File: src/rtl/voice_mixer.sv
// N-voice sample mixer: captures the active voices on a strobe and emits either
// their floor average (serial restoring divider) or their saturated sum.
module voice_mixer #(
    parameter int NUM_VOICES = 13,
    parameter int SAMPLE_W   = 8
) (
    input  logic                           clk,
    input  logic                           nRst,
    input  logic                           en,
    input  logic [NUM_VOICES*SAMPLE_W-1:0] samples,
    input  logic [NUM_VOICES-1:0]          active,
    input  logic                           mode,
    output logic [SAMPLE_W-1:0]            mixed_sample,
    output logic                           valid,
    output logic                           busy,
    output logic                           overrun
);

    localparam int CNT_W  = $clog2(NUM_VOICES + 1);
    localparam int SUM_W  = SAMPLE_W + CNT_W;
    localparam int ITER_W = $clog2(SUM_W + 1);

    typedef enum logic [1:0] {
        IDLE = 2'd0,
        DIV  = 2'd1,
        DONE = 2'd2
    } state_t;

    state_t              r_state;
    state_t              w_state_nxt;
    logic [SUM_W-1:0]    r_sum;
    logic [SUM_W-1:0]    r_sum_orig;
    logic [CNT_W-1:0]    r_rem;
    logic [CNT_W-1:0]    r_cnt;
    logic                r_mode;
    logic [ITER_W-1:0]   r_iter;
    logic [SAMPLE_W-1:0] r_mixed;
    logic                r_valid;
    logic                r_busy;
    logic                r_overrun;

    logic [SUM_W-1:0]    w_sum_in;
    logic [CNT_W-1:0]    w_cnt_in;
    logic [CNT_W:0]      w_rem_sh;
    logic                w_qbit;
    logic [CNT_W-1:0]    w_rem_nxt;
    logic [SAMPLE_W-1:0] w_result;

    // Clamp a full-width sum to the largest representable output sample.
    function automatic logic [SAMPLE_W-1:0] saturate(input logic [SUM_W-1:0] value);
        logic [SAMPLE_W-1:0] result;
        if (|value[SUM_W-1:SAMPLE_W]) begin
            result = '1;
        end else begin
            result = value[SAMPLE_W-1:0];
        end
        return result;
    endfunction

    // Sum and population count of the active voices, sampled on acceptance.
    always_comb begin
        w_sum_in = '0;
        w_cnt_in = '0;
        for (int i = 0; i < NUM_VOICES; i++) begin
            w_sum_in = w_sum_in + (active[i] ? SUM_W'(samples[i*SAMPLE_W +: SAMPLE_W]) : SUM_W'(1'b0));
            w_cnt_in = w_cnt_in + (active[i] ? CNT_W'(1'b1) : CNT_W'(1'b0));
        end
    end

    // One restoring-division step; remainder stays below the divisor so CNT_W bits suffice.
    always_comb begin
        w_rem_sh = {r_rem, r_sum[SUM_W-1]};
        w_qbit   = (w_rem_sh >= {1'b0, r_cnt});
        if (w_qbit) begin
            w_rem_nxt = CNT_W'(w_rem_sh - {1'b0, r_cnt});
        end else begin
            w_rem_nxt = w_rem_sh[CNT_W-1:0];
        end
    end

    // Output selection at completion; a zero divisor yields 0 in average mode.
    always_comb begin
        if (r_mode) begin
            w_result = saturate(r_sum_orig);
        end else if (r_cnt == '0) begin
            w_result = '0;
        end else begin
            w_result = r_sum[SAMPLE_W-1:0];
        end
    end

    // Next-state logic.
    always_comb begin
        w_state_nxt = r_state;
        case (r_state)
            IDLE: begin
                if (en) begin
                    w_state_nxt = DIV;
                end else begin
                    w_state_nxt = IDLE;
                end
            end
            DIV: begin
                if (r_iter == ITER_W'(1'b1)) begin
                    w_state_nxt = DONE;
                end else begin
                    w_state_nxt = DIV;
                end
            end
            DONE:    w_state_nxt = IDLE;
            default: w_state_nxt = IDLE;
        endcase
    end

    // State register.
    always_ff @(posedge clk) begin
        if (!nRst) begin
            r_state <= IDLE;
        end else begin
            r_state <= w_state_nxt;
        end
    end

    // Datapath and registered handshake outputs.
    always_ff @(posedge clk) begin
        if (!nRst) begin
            r_sum      <= '0;
            r_sum_orig <= '0;
            r_rem      <= '0;
            r_cnt      <= '0;
            r_mode     <= 1'b0;
            r_iter     <= '0;
            r_mixed    <= '0;
            r_valid    <= 1'b0;
            r_busy     <= 1'b0;
            r_overrun  <= 1'b0;
        end else begin
            r_busy <= (w_state_nxt != IDLE);
            case (r_state)
                IDLE: begin
                    r_valid   <= 1'b0;
                    r_overrun <= 1'b0;
                    if (en) begin
                        r_sum      <= w_sum_in;
                        r_sum_orig <= w_sum_in;
                        r_cnt      <= w_cnt_in;
                        r_mode     <= mode;
                        r_rem      <= '0;
                        r_iter     <= ITER_W'(SUM_W);
                    end
                end
                DIV: begin
                    r_valid   <= 1'b0;
                    r_overrun <= en;
                    r_sum     <= {r_sum[SUM_W-2:0], w_qbit};
                    r_rem     <= w_rem_nxt;
                    r_iter    <= r_iter - ITER_W'(1'b1);
                end
                DONE: begin
                    r_mixed   <= w_result;
                    r_valid   <= 1'b1;
                    r_overrun <= en;
                end
                default: begin
                    r_valid   <= 1'b0;
                    r_overrun <= 1'b0;
                end
            endcase
        end
    end

    assign mixed_sample = r_mixed;
    assign valid        = r_valid;
    assign busy         = r_busy;
    assign overrun      = r_overrun;

endmodule

File: config.mk
export PLATFORM = sky130hd
export DESIGN_NAME = voice_mixer
export DESIGN_NICKNAME = d
export VERILOG_FILES = /design/src/rtl/voice_mixer.sv
export SDC_FILE = /design/constraint.sdc
export NUM_CORES = 1
export LEC_CHECK = 0
export ABC_AREA = 1
export CAP_MARGIN = 20
export CORE_ASPECT_RATIO = 0.8
export CORE_UTILIZATION = 50
export CTS_CLUSTER_SIZE = 8
export DETAILED_ROUTE_END_ITERATION = 16
export HOLD_SLACK_MARGIN = 0.06
export PLACE_DENSITY = 0.79
export SYNTH_ARGS = -nofsm -noshare
export SYNTH_HDL_FRONTEND = slang
export SYNTH_SLANG_ARGS = --single-unit
File: constraint.sdc
create_clock -name clk -period 5.9 [get_ports clk]
set_input_delay 1.18 -clock clk [delete_from_list [all_inputs] [get_ports clk]]
set_output_delay 1.18 -clock clk [all_outputs]
set_load 0.02 [all_outputs]
======== Word-level counts from Yosys, hierarchy flattened ========
Cells that the tools add are included.
word-level totals
  input bits .............................. 121
  output and inout port bits .............. 11
  logic and storage cells ................. 91
  bits in registers ....................... 50
operators by class
  reduce and logical (&&, ||, !) cells .... 9
  magnitude comparators ................... 1
  mux-type cells .......................... 40
  $add $sub $neg .......................... 26
  equality and inequality tests ........... 4
operators by type and width
  operator             count
  $mux 8               16
  $add 12x8->12        8
  $add 4x1->4          9
  $pmux 12 s2          1
  $pmux 4 s2           2
  $mux 1               15
  $add 11x8->12        1
  $mux 12              1
  $mux 4               3
  $add 10x8->11        1
  $add 9x8->10         1
  $add 8x8->9          1
  $reduce_and 2->1     3
  $ge 5x4->1           1
  $add 3x1->4          1
  $eq 4x1->1 const B   1
  $logic_not 4->1      1
  $pmux 2 s2           1
  $reduce_bool 2->1    2
  $reduce_or 4->1      1
  $sub 4x1->4 const B  1
  $sub 4x4->4          1
  $add 2x1->3          1
  $add 1x1->2          1
  other kinds (6)      6

======== Depth between registers and ports, before layout ========
Gate-level depths: netlist of run 1.
  depth after elaboration ................. 15
  gate-level depth with buffers ........... 21
  mapped depth without buffers ............ 20

======== Worst setup path before layout of run 1 ========
No wires, ideal clock.
  path kind ............................... input -> register
  start ................................... input port active[0]
  end ..................................... register r_sum_orig[10]
  path slack .............................. 597 ps
  library setup time ...................... 109 ps
  data required time ...................... 5,791 ps
  cell stages on the path ................. 19
  arrival time ............................ 5,195 ps
  path buffers ............................ 1
  path through ............................ clkbuf_1 nand2_1 fa_1 inv_1 fa_1 fa_1 fa_1 inv_1 fa_1 inv_1 ha_1 a21oi_1 nor2_1 nor2_1 nand2_1 nand2_1 nand3_1 nand2_1 inv_1
between the ends
  longest elaborated chain between the ends .. 13
RTL lines
  item                        RTL line  RTL
  from (decl)                 11        input logic [NUM_VOICES-1:0] active,
  $mux 8                      65        w_sum_in = w_sum_in + (active[i] ? SUM_W'(samples[i*SAMPLE_W +: SAMPLE_W]) : SUM_W'(1'b0));
  $add 8x8->9                 65
  $add 9x8->10                65
  $add 10x8->11               65
  $add 11x8->12               65
  $add 12x8->12 (8 in a row)  65
  to (signal assigned)        145       r_sum_orig <= w_sum_in;
  to (decl)                   32        logic [SUM_W-1:0] r_sum_orig;
No other way between the ends.
A chain may end at the register's enable or synchronous reset.

======== Worst setup path in the final report of run 1 ========
  start ................................... input port active[11]
  end ..................................... register r_sum[6]
between the ends
  longest elaborated chain between the ends .. 5
RTL lines
  item                        RTL line  RTL
  $mux 8                      65
  $add 12x8->12 (2 in a row)  65
  $mux 12                     143       if (en) begin
  $pmux 12 s2                 139       case (r_state)
  to (signal assigned)        144       r_sum <= w_sum_in;
  to (signal assigned)        155       r_sum <= {r_sum[SUM_W-2:0], w_qbit};
  to (decl)                   31        logic [SUM_W-1:0] r_sum;
No other way between the ends. The select of a mux whose other input is x is not followed.

==> results of run 1 <==
synthesized netlist by cell type (4+ instances only):
cell      number
a31oi_1        4
nor3_1         4
a21oi_1       30
inv_1        200
ha_1          29
nand2_1      183
clkbuf_1      22
nor2_1        69
fa_1          94
xnor2_1        4
nand3_1       25
o21ai_0       26
dfxtp_1       50
power groups by stage:
stage               logic, uW  registers [uW]  clock network, uW
floorplan                1680             443                  0
global placement         2270             453                  0
detailed placement       2330             453                  0
CTS                      2350             447                380
global route             2740             454                396
finish                   2340             449                379
through the flow:
step | TNS [ps] | setup WS, ps | hold WS [ps] | total power [uW] | instances
finish | 0 | 245.3 | 465.8 | 3167 | 1040
global route | -19.62 | -19.62 | 508.6 | 3588 | 1040
CTS | 0 | 169.6 | 470.7 | 3179 | 1040
detailed placement | -228.4 | -91.01 | 460.6 | 2786 | 1032
global placement | -30.61 | -20.34 | 451.4 | 2725 | 1032
floorplan | 0 | 596.5 | 439.7 | 2119 | 766
layout make-up:
type                    count  area [sq um]  share of cell area [%]
clock inverters             2         60.06                  0.8073
inverters                 204         768.2                   10.33
repair buffers            148          1461                   19.64
well taps                 144         180.2                   2.422
multi-input cells         486          3830                   51.48
flip-flops and latches     50          1001                   13.45
clock buffers               6         138.9                   1.867
critical path, delay by kind of cell:
family / cells / cell delay [ps]
adder cells (fa/ha/maj): 7 / 3180
buffers and inverters: 5 / 720
AND/OR/NAND/NOR: 5 / 420
AO/OA/AOI/OAI: 1 / 190
XOR/XNOR: 1 / 140
cell families after synthesis:
logic type	after synthesis
XOR/XNOR	7
flip-flops	50
AND/OR/NAND/NOR	286
buffers and inverters	230
adder cells (fa/ha/maj)	123
AO/OA/AOI/OAI	70
cells in the final DEF, fill, tap and decap left out, drive strengths merged, types with 6 or more instances in the layout:
master	instances
o21ai	27
nand3	25
inv	203
dfxtp	50
a21oi	32
fa	94
clkdlybuf4s50	127
nand2	184
nor2	70
clkbuf	6
buf	17
ha	29
worst paths after layout:
path                         startpoint                endpoint  slack (ps)  cells after the start
setup / recovery             active[11]   r_sum[6]$_SDFFE_PN0P_         250                     19
hold / removal    r_rem[3]$_SDFFE_PN0P_   r_rem[3]$_SDFFE_PN0P_         470                      2
setup reg to reg  r_state[0]$_SDFF_PN0_  r_sum[11]$_SDFFE_PN0P_        3710                      6
hold reg to reg   r_rem[3]$_SDFFE_PN0P_   r_rem[3]$_SDFFE_PN0P_         470                      2
state kept, by name, indices dropped and copies added (netlist names):
signal / flops
busy: 1
mixed_sample: 8
overrun: 1
r_cnt: 4
r_iter: 4
r_mode: 1
r_rem: 4
r_state: 2
r_sum: 12
r_sum_orig: 12
valid: 1
metal layers:
layer / wire (um) / track usage, %
met1: 6222 / 34.96
met2: 6057 / 41.00
met3: 806 / 3.521
met4: 206 / 5.413
met5: 0 / 0
==> flow_metrics.tcl, run 1 <==
set metrics [dict create \
    io_buffers 131 \
    drive_gt1_share_pct 4.018 \
    required_ps 6080 \
    critPathMaxFanout 9 \
    timing.final.crit_share_pct 95.84 \
    ys_ff_latch 50 \
    cp-end-kind "flop" \
    overflow 0 \
    post_cts_resized 0 \
    vias 4931 \
    synthSimpleGateAreaFrac_pct 19.77 \
    swShare_pct 47.55 \
    first_pass_iters 5 \
    layout.nets 1139 \
    utilization_pct 67.78 \
    seqPwrFrac_pct 14.2 \
    core_sq_mm 0.01098 \
    async_flop_share_pct 0 \
    clock-sinks 50 \
    finalHoldViolCount 0 \
    holdCritPathClass "reg -> reg" \
    die_area_sq_mm 0.01185 \
    viasPerCell 4.741 \
    cts_hold_buffers 0 \
    final-setup-viol-count 0 \
    htree_levels 2 \
    crit_path_start_kind "input pin" \
    relSlewSlack_pct 33.93 \
    synth.largest_area_cell "fa_1" \
    hpwl_um 11180 \
    cpMaxStageDelayCell "fa_1" \
    cts_tree "done" \
    p_leak_uw 0.003961 \
    drtIter0Drc 336 \
    ant_nets 0 \
    grt_use_total_pct 24.98 \
    final_area_sq_mm 0.007440 \
    crit_top_cell "fa_1" \
    internal-power_uw 1661 \
    grt_pass1_vias 5301 \
    powerDensity_mw_per_mm2 425.7 \
    yosysTopAreaCellShare_pct 32.97 \
    placed_area_sq_mm 0.007231 \
    status "completed" \
    antenna_found_initial 0 \
    synth_mux_area_share_pct 0 \
    routed_wl_um 13290 \
    worst_pin_slew_ps 985.0 \
    fill_cells 940 \
    arrival_ps 5840 \
    drc 0 \
    grt_max_degree 35 \
    pwr-share-comb_pct 73.8 \
    route.detailed.wl_per_inst_um 12.78 \
    start_util_pct 52.01 \
    die_x_um 121.5 \
    cts_max_path_buffers 2 \
    n_antenna_cell 0 \
    synth_top_family_by_area "adder cells" \
    synth_enable_flop_cells 0 \
    gp_congestion 0.8705 \
    switchingPower_uw 1506 \
    syn_avg_cell_area_sq_um 7.452 \
    clock_latency_ps 290 \
    crit_type "in -> reg" \
    synthTopCellsByArea "fa_1 (33%), dfxtp_1 (18%), inv_1 (13%), nand2_1 (12%), ha_1 (6.4%)" \
    cts-root-buf "clkbuf_16" \
    syn2layout_area_growth_pct 30.34 \
    cts_setup_buffers 0 \
    period_needed_ps 5655 \
    power_frac_clock_pct 12.0 \
    cts-buffers-inserted 5 \
    slowest_delay_ps 540 \
    synth_area_sq_mm 0.005708 \
    ys.flop_type "dfxtp_1" \
    yosysUniqueCellTypes 30 \
    max_freq_ghz 0.1768 \
    synthAdderAreaFrac_pct 39.32 \
    die_h_um 97.57 \
    ys_warn_count 0 \
    yosysSeqAreaShare_pct 17.54 \
    fin_skew_ps 4.684 \
    grt_pass1_wl_um 23420 \
    rsz0062_at_grt "yes" \
    syn_nets 1010 \
    io_pins 132 \
    synth-compound-area-share_pct 6.927 \
    synth-xor-area-share_pct 1.074 \
    ir_drop_uv 424.7 \
    cap_viol_max_count 0 \
    drv_slew 0 \
    row_count 34 \
    cp_cell_sequence "clkdlybuf4s50_1, buf_4, nand2_1, inv_1, fa_1, inv_1, fa_1, inv_1, fa_1, fa_1, fa_1, ha_1, fa_1, nand2_1, nand2_1, nand2_1, xnor2_1, nand2_1, a21oi_1" \
    synthCells 766 \
    clk_pin_slew_worst_paths_ps 60 \
]
No activity file was read; power rests on OpenSTA's default activity.
==> run 2, diff against run 1 <==
--- a/config.mk
+++ b/config.mk
@@ -8,11 +8,12 @@
 export ABC_AREA = 1
 export CAP_MARGIN = 20
 export CORE_ASPECT_RATIO = 0.8
-export CORE_UTILIZATION = 50
+export CORE_MARGIN = 2
+export CORE_UTILIZATION = 30
 export CTS_CLUSTER_SIZE = 8
 export DETAILED_ROUTE_END_ITERATION = 16
-export HOLD_SLACK_MARGIN = 0.06
-export PLACE_DENSITY = 0.79
+export HOLD_SLACK_MARGIN = 0.08
+export PLACE_DENSITY = 0.52
 export SYNTH_ARGS = -nofsm -noshare
 export SYNTH_HDL_FRONTEND = slang
 export SYNTH_SLANG_ARGS = --single-unit
==> flow_metrics.tcl, run 2 (synthesis gave the netlist of run 1 again) <==
set metrics [dict create \
    clk_pin_slew_worst_paths_ps 70 \
    io_pins 132 \
    die_x_um 158.2 \
    vias 4848 \
    required_ps 6090 \
    layout.nets 1145 \
    crit_type "in -> reg" \
    viasPerCell 4.179 \
    critPathMaxFanout 9 \
    swShare_pct 47.50 \
    grt_use_met1_pct 22.18 \
    route.detailed.wl_per_inst_um 12.37 \
    grt.busiest_layer "met2" \
    ir_drop_uv 392.0 \
    final_area_sq_mm 0.007647 \
    startpoint "active[8]" \
    holdWs_ps 472.1 \
    grtUsageMet3_pct 1.866 \
    rsz0062_at_grt "no" \
    drv_slew 0 \
    final-setup-viol-count 0 \
    p_leak_uw 0.003966 \
    io_buffers 131 \
    final_cell_mix "inv_1 (200), nand2_1 (183), clkdlybuf4s50_1 (130)" \
    antenna_found_initial 0 \
    cts-root-buf "clkbuf_16" \
    placed_area_sq_mm 0.007493 \
    grt_use_total_pct 15.78 \
    cts-buffers-inserted 5 \
    finalHoldViolCount 0 \
    seqPwrFrac_pct 14.3 \
    grt_pass1_wl_um 25310 \
    internal-power_uw 1644 \
    core_sq_mm 0.01881 \
    period_needed_ps 5547 \
    slowest_delay_ps 580 \
    stdcell_count 1160 \
    first_pass_iters 4 \
    row_count 45 \
    cpMaxStageDelayCell "fa_1" \
    die_h_um 127.4 \
    max_freq_ghz 0.1803 \
    fill_cells 1966 \
    cp_cell_sequence "clkdlybuf4s50_1, buf_12, nand2_1, fa_1, inv_1, fa_1, fa_1, fa_1, fa_1, ha_1, fa_1, nand2_1, nand2_1, nand3_1, nand2_1, nand2_1, nand3_1, nand2_1, inv_1" \
    grt_max_degree 22 \
    layout_commonest_cell "inv_1" \
    holdPathStages 2 \
    reg2reg_from "r_state[0]$_SDFF_PN0_" \
    gp_congestion 0.8400 \
    drive_gt1_share_pct 4.656 \
    cts_setup_buffers 0 \
    n_antenna_cell 0 \
    dp.cells 1152 \
    die_area_sq_mm 0.02015 \
    worstRegToRegCells 6 \
    timing.final.crit_share_pct 94.02 \
    status "completed" \
    crit_path_start_kind "input pin" \
    relSlewSlack_pct 33.00 \
    syn2layout_area_growth_pct 33.98 \
    drc 0 \
    overflow 0 \
    holdCritPathClass "reg -> reg" \
    power_frac_clock_pct 9.4 \
    cp-end-kind "flop" \
    powerDensity_mw_per_mm2 409.5 \
    drtIter0Drc 224 \
    cts_tree "done" \
    start_util_pct 30.35 \
    htree_levels 2 \
    grt_pass1_vias 5420 \
    clock-sinks 50 \
    ant_nets 0 \
    switchingPower_uw 1487 \
    fin_skew_ps 5.162 \
    use_met2_pct 26.91 \
    pwr-share-comb_pct 76.3 \
    hp-start "r_rem[3]$_SDFFE_PN0P_" \
    routed_wl_um 14350 \
    hpwl_um 12370 \
    clock_latency_ps 290 \
    arrival_ps 5740 \
    cts_max_path_buffers 2 \
    cap_viol_max_count 0 \
    worst_pin_slew_ps 1001 \
]
## run 2: changes by cell type in the layout (fill, tap and decap cells not counted)
| cell | previous run | this run |
|---|---|---|
| clkinvlp_4 | 0 | 1 |
| buf_12 | 1 | 7 |
| bufinv_16 | 2 | 0 |
| clkdlybuf4s50_1 | 127 | 130 |
| dlymetal6s2s_1 | 4 | 1 |
| clkinv_2 | 0 | 1 |
## run 2: worst max-delay path: cells and delay by family
family        cells  cell delay, ps
fa+ha+maj         7            3170
buf+inv           4             740
simple gates      8             650
## run 2: path summary, 6_finish.rpt
kind	to	slack, ps
worst max-delay path	r_sum[10]$_SDFFE_PN0P_	350
worst min-delay path	r_rem[3]$_SDFFE_PN0P_	470
worst max register to register	r_sum[2]$_SDFFE_PN0P_	3700
worst min register to register	r_rem[3]$_SDFFE_PN0P_	470
## run 2: metal layers
metal,vias to the layer above,wire length (um)
li1,2488,-
met1,2248,6905
met2,101,6635
met3,11,679
met4,0,126
met5,-,0
## run 2: timing repair
action	4_1_cts	5_1_grt
resized for setup	0	1
hold buffers	0	0
setup endpoints to repair	0	1
hold endpoints to repair	0	0
## run 2: power groups by stage
stage	Sequential [uW]	Combinational [uW]	Clock (uW)
2_1_floorplan	443	1680	0
3_3_place_gp	455	2420	0
3_5_place_dp	453	2420	0
4_1_cts	446	2430	305
5_1_grt	455	2850	318
6_report	447	2390	295
## run 2: cell type report
class / count / area (sq um) / area share, %
timing repair buffer: 154 / 1574 / 20.58
clock inverter: 2 / 12.51 / 0.1636
tap: 258 / 322.8 / 4.221
sequential: 50 / 1001 / 13.09
clock buffer: 6 / 138.9 / 1.816
inverter: 204 / 768.2 / 10.05
multi-input combinational: 486 / 3830 / 50.08
## run 2: per-stage QoR
step | setup slack [ps] | setup TNS, ps | util (%) | power (uW)
detailed placement | -0.1088 | -0.1088 | 39.85 | 2873
finish | 352.9 | 0 | 40.67 | 3131
CTS | 293.5 | 0 | 40.65 | 3183
global route | 51.23 | 0 | 40.67 | 3624
floorplan | 596.5 | 0 | - | 2119
global placement | -1.159 | -1.159 | 39.85 | 2878
==> run 3, diff against run 2 <==
--- a/config.mk
+++ b/config.mk
@@ -12,7 +12,6 @@
 export CORE_UTILIZATION = 30
 export CTS_CLUSTER_SIZE = 8
 export DETAILED_ROUTE_END_ITERATION = 16
-export HOLD_SLACK_MARGIN = 0.08
 export PLACE_DENSITY = 0.52
 export SYNTH_ARGS = -nofsm -noshare
 export SYNTH_HDL_FRONTEND = slang
==> constraint.sdc (replaced) <==
create_clock -name clk -period 6.7 [get_ports clk]
set_input_delay 1.34 -clock clk [delete_from_list [all_inputs] [get_ports clk]]
set_output_delay 1.34 -clock clk [all_outputs]
set_load 0.02 [all_outputs]
==> flow_metrics.tcl, run 3 (synthesis gave the netlist of run 1 again) <==
set metrics [dict create \
    status "completed" \
    io_buffers 131 \
    p_leak_uw 0.003833 \
    powerDensity_mw_per_mm2 343.0 \
    cts_tree "done" \
    layout_commonest_cell "inv_1" \
    arrival_ps 6140 \
    required_ps 6890 \
    overflow 0 \
    drc 0 \
    gp_congestion 0.8133 \
    crit_path_start_kind "input pin" \
    holdCritPathClass "reg -> reg" \
    min_to "r_rem[3]$_SDFFE_PN0P_" \
    crit_buf_inv 5 \
    drv_slew 0 \
    holdPathStages 2 \
    clock-sinks 50 \
    final-setup-viol-count 0 \
    cts_hold_buffers 0 \
    final_cell_mix "inv_1 (200), nand2_1 (183), clkdlybuf4s50_1 (131)" \
    r2r_slack_ps 4490 \
    clk_pin_slew_worst_paths_ps 60 \
    crit_family "adder cells" \
    cts-buffers-inserted 5 \
    core_sq_mm 0.01881 \
    drive_gt1_share_pct 2.273 \
    ir_drop_uv 289.1 \
    power_uw 2544 \
    drtIter0Drc 182 \
    cts_setup_buffers 0 \
    multiInputGateArea_sq_mm 0.003830 \
    critPathMaxFanout 9 \
    grt_pass1_vias 5181 \
    die_area_sq_mm 0.02015 \
    finalHoldViolCount 0 \
    htree_levels 2 \
    grt_pass1_wl_um 24630 \
    cpMaxStageDelayCell "clkdlybuf4s50_1" \
    post_cts_resized 0 \
    grt_max_degree 35 \
    cp_cell_sequence "clkdlybuf4s50_1, nand2_1, fa_1, inv_1, fa_1, fa_1, fa_1, inv_1, fa_1, inv_1, ha_1, a21oi_1, nor2_1, nor2_1, nand2_1, nand2_1, nand3_1, nand2_1, inv_1" \
    grt_use_total_pct 15.62 \
    worst_pin_slew_ps 981.3 \
    n_antenna_cell 0 \
    slowest_delay_ps 790 \
    crit_top_cell "fa_1" \
    ant_nets 0 \
    cts_max_path_buffers 2 \
    dp_slack_ps 438.0 \
    dp.cells 1131 \
    row_count 45 \
    syn2layout_area_growth_pct 29.90 \
    routed_wl_um 14200 \
    cap_viol_max_count 0 \
    clock_latency_ps 300 \
    r2r_end "r_sum[11]$_SDFFE_PN0P_" \
    rsz0062_at_grt "no" \
    max_freq_ghz 0.1683 \
    cp-end-kind "flop" \
    timing.final.crit_share_pct 88.70 \
    vias 4755 \
    reg2reg_from "r_state[0]$_SDFF_PN0_" \
    setup_tns_ps 0 \
    fin_ws_ps 757.1 \
    die_h_um 127.4 \
    io_pins 132 \
    crit_type "in -> reg" \
    ff_latch_area_sq_mm 0.001001 \
    die_x_um 158.2 \
    stdcell_count 1138 \
    fin_skew_ps 5.771 \
    fill_cells 2045 \
    layout.nets 1125 \
    period_needed_ps 5943 \
    start_util_pct 30.35 \
    relSlewSlack_pct 34.34 \
    route.detailed.wl_per_inst_um 12.48 \
    cts-root-buf "clkbuf_16" \
    worstRegToRegCells 6 \
    hp-start "r_rem[3]$_SDFFE_PN0P_" \
    hpwl_um 12270 \
    first_pass_iters 5 \
    viasPerCell 4.178 \
    antenna_found_initial 0 \
]
[run 3: cell count changes in the layout (fill, tap and decap cells not counted)]
| cell | change |
|---|---|
| buf_12 | -7 |
| buf_16 | +1 |
| buf_4 | -14 |
| clkdlybuf4s50_1 | +1 |
| clkinv_2 | -1 |
| clkinvlp_4 | -1 |
| dlymetal6s2s_1 | -1 |
[run 3: worst max-delay path by stage]
stage / from / to / slack (ps) / cells after the start
6_report: active[2] / r_sum[10]$_SDFFE_PN0P_ / 760 / 19
2_1_floorplan: active[0] / r_sum_orig[10]$_SDFFE_PN0P_ / 1240 / 19
4_1_cts: active[4] / r_sum[9]$_SDFFE_PN0P_ / 740 / 19
3_3_place_gp: active[4] / r_sum[8]$_SDFFE_PN0P_ / 470 / 17
5_1_grt: active[2] / r_sum[10]$_SDFFE_PN0P_ / 430 / 19
3_5_place_dp: active[4] / r_sum[9]$_SDFFE_PN0P_ / 440 / 19
[run 3: where the power goes]
group / total (uW) / switching (uW) / internal (uW)
sequential: 393 / 34.9 / 358
clock: 251 / 106 / 144
combinational: 1900 / 1120 / 779
[run 3: area by class of cell]
| cell class | instances | area share [%] |
|---|---|---|
| repair buffers | 134 | 18.26 |
| flip-flops and latches | 50 | 13.50 |
| clock buffers | 6 | 1.873 |
| multi-input cells | 486 | 51.65 |
| well taps | 258 | 4.354 |
| inverters | 204 | 10.36 |
[run 3: stage by stage]
stage               instance area, sq um  utilization [%]  hold WS, ps
finish                              7415            39.43        478.5
global route                        7415            39.43        503.4
CTS                                 7387            39.28        475.1
floorplan                           5708                -        439.7
global placement                    7248            38.54        457.1
detailed placement                  7248            38.54        465.1
[run 3: worst min-delay path, delay by kind of cell (launching register included)]
kind / cells / cell delay (ps)
AND/OR/NAND/NOR: 1 / 60
flip-flops: 1 / 310
AO/OA/AOI/OAI: 1 / 60
[run 3: routing by layer]
metal  track usage [%]  wire length [um]  up-vias
met5                 0                 0        -
met4             2.915               134        0
met3             1.832               615       10
met2             26.24              6543       95
met1             21.92              6908     2209
li1                  -                 -     2441
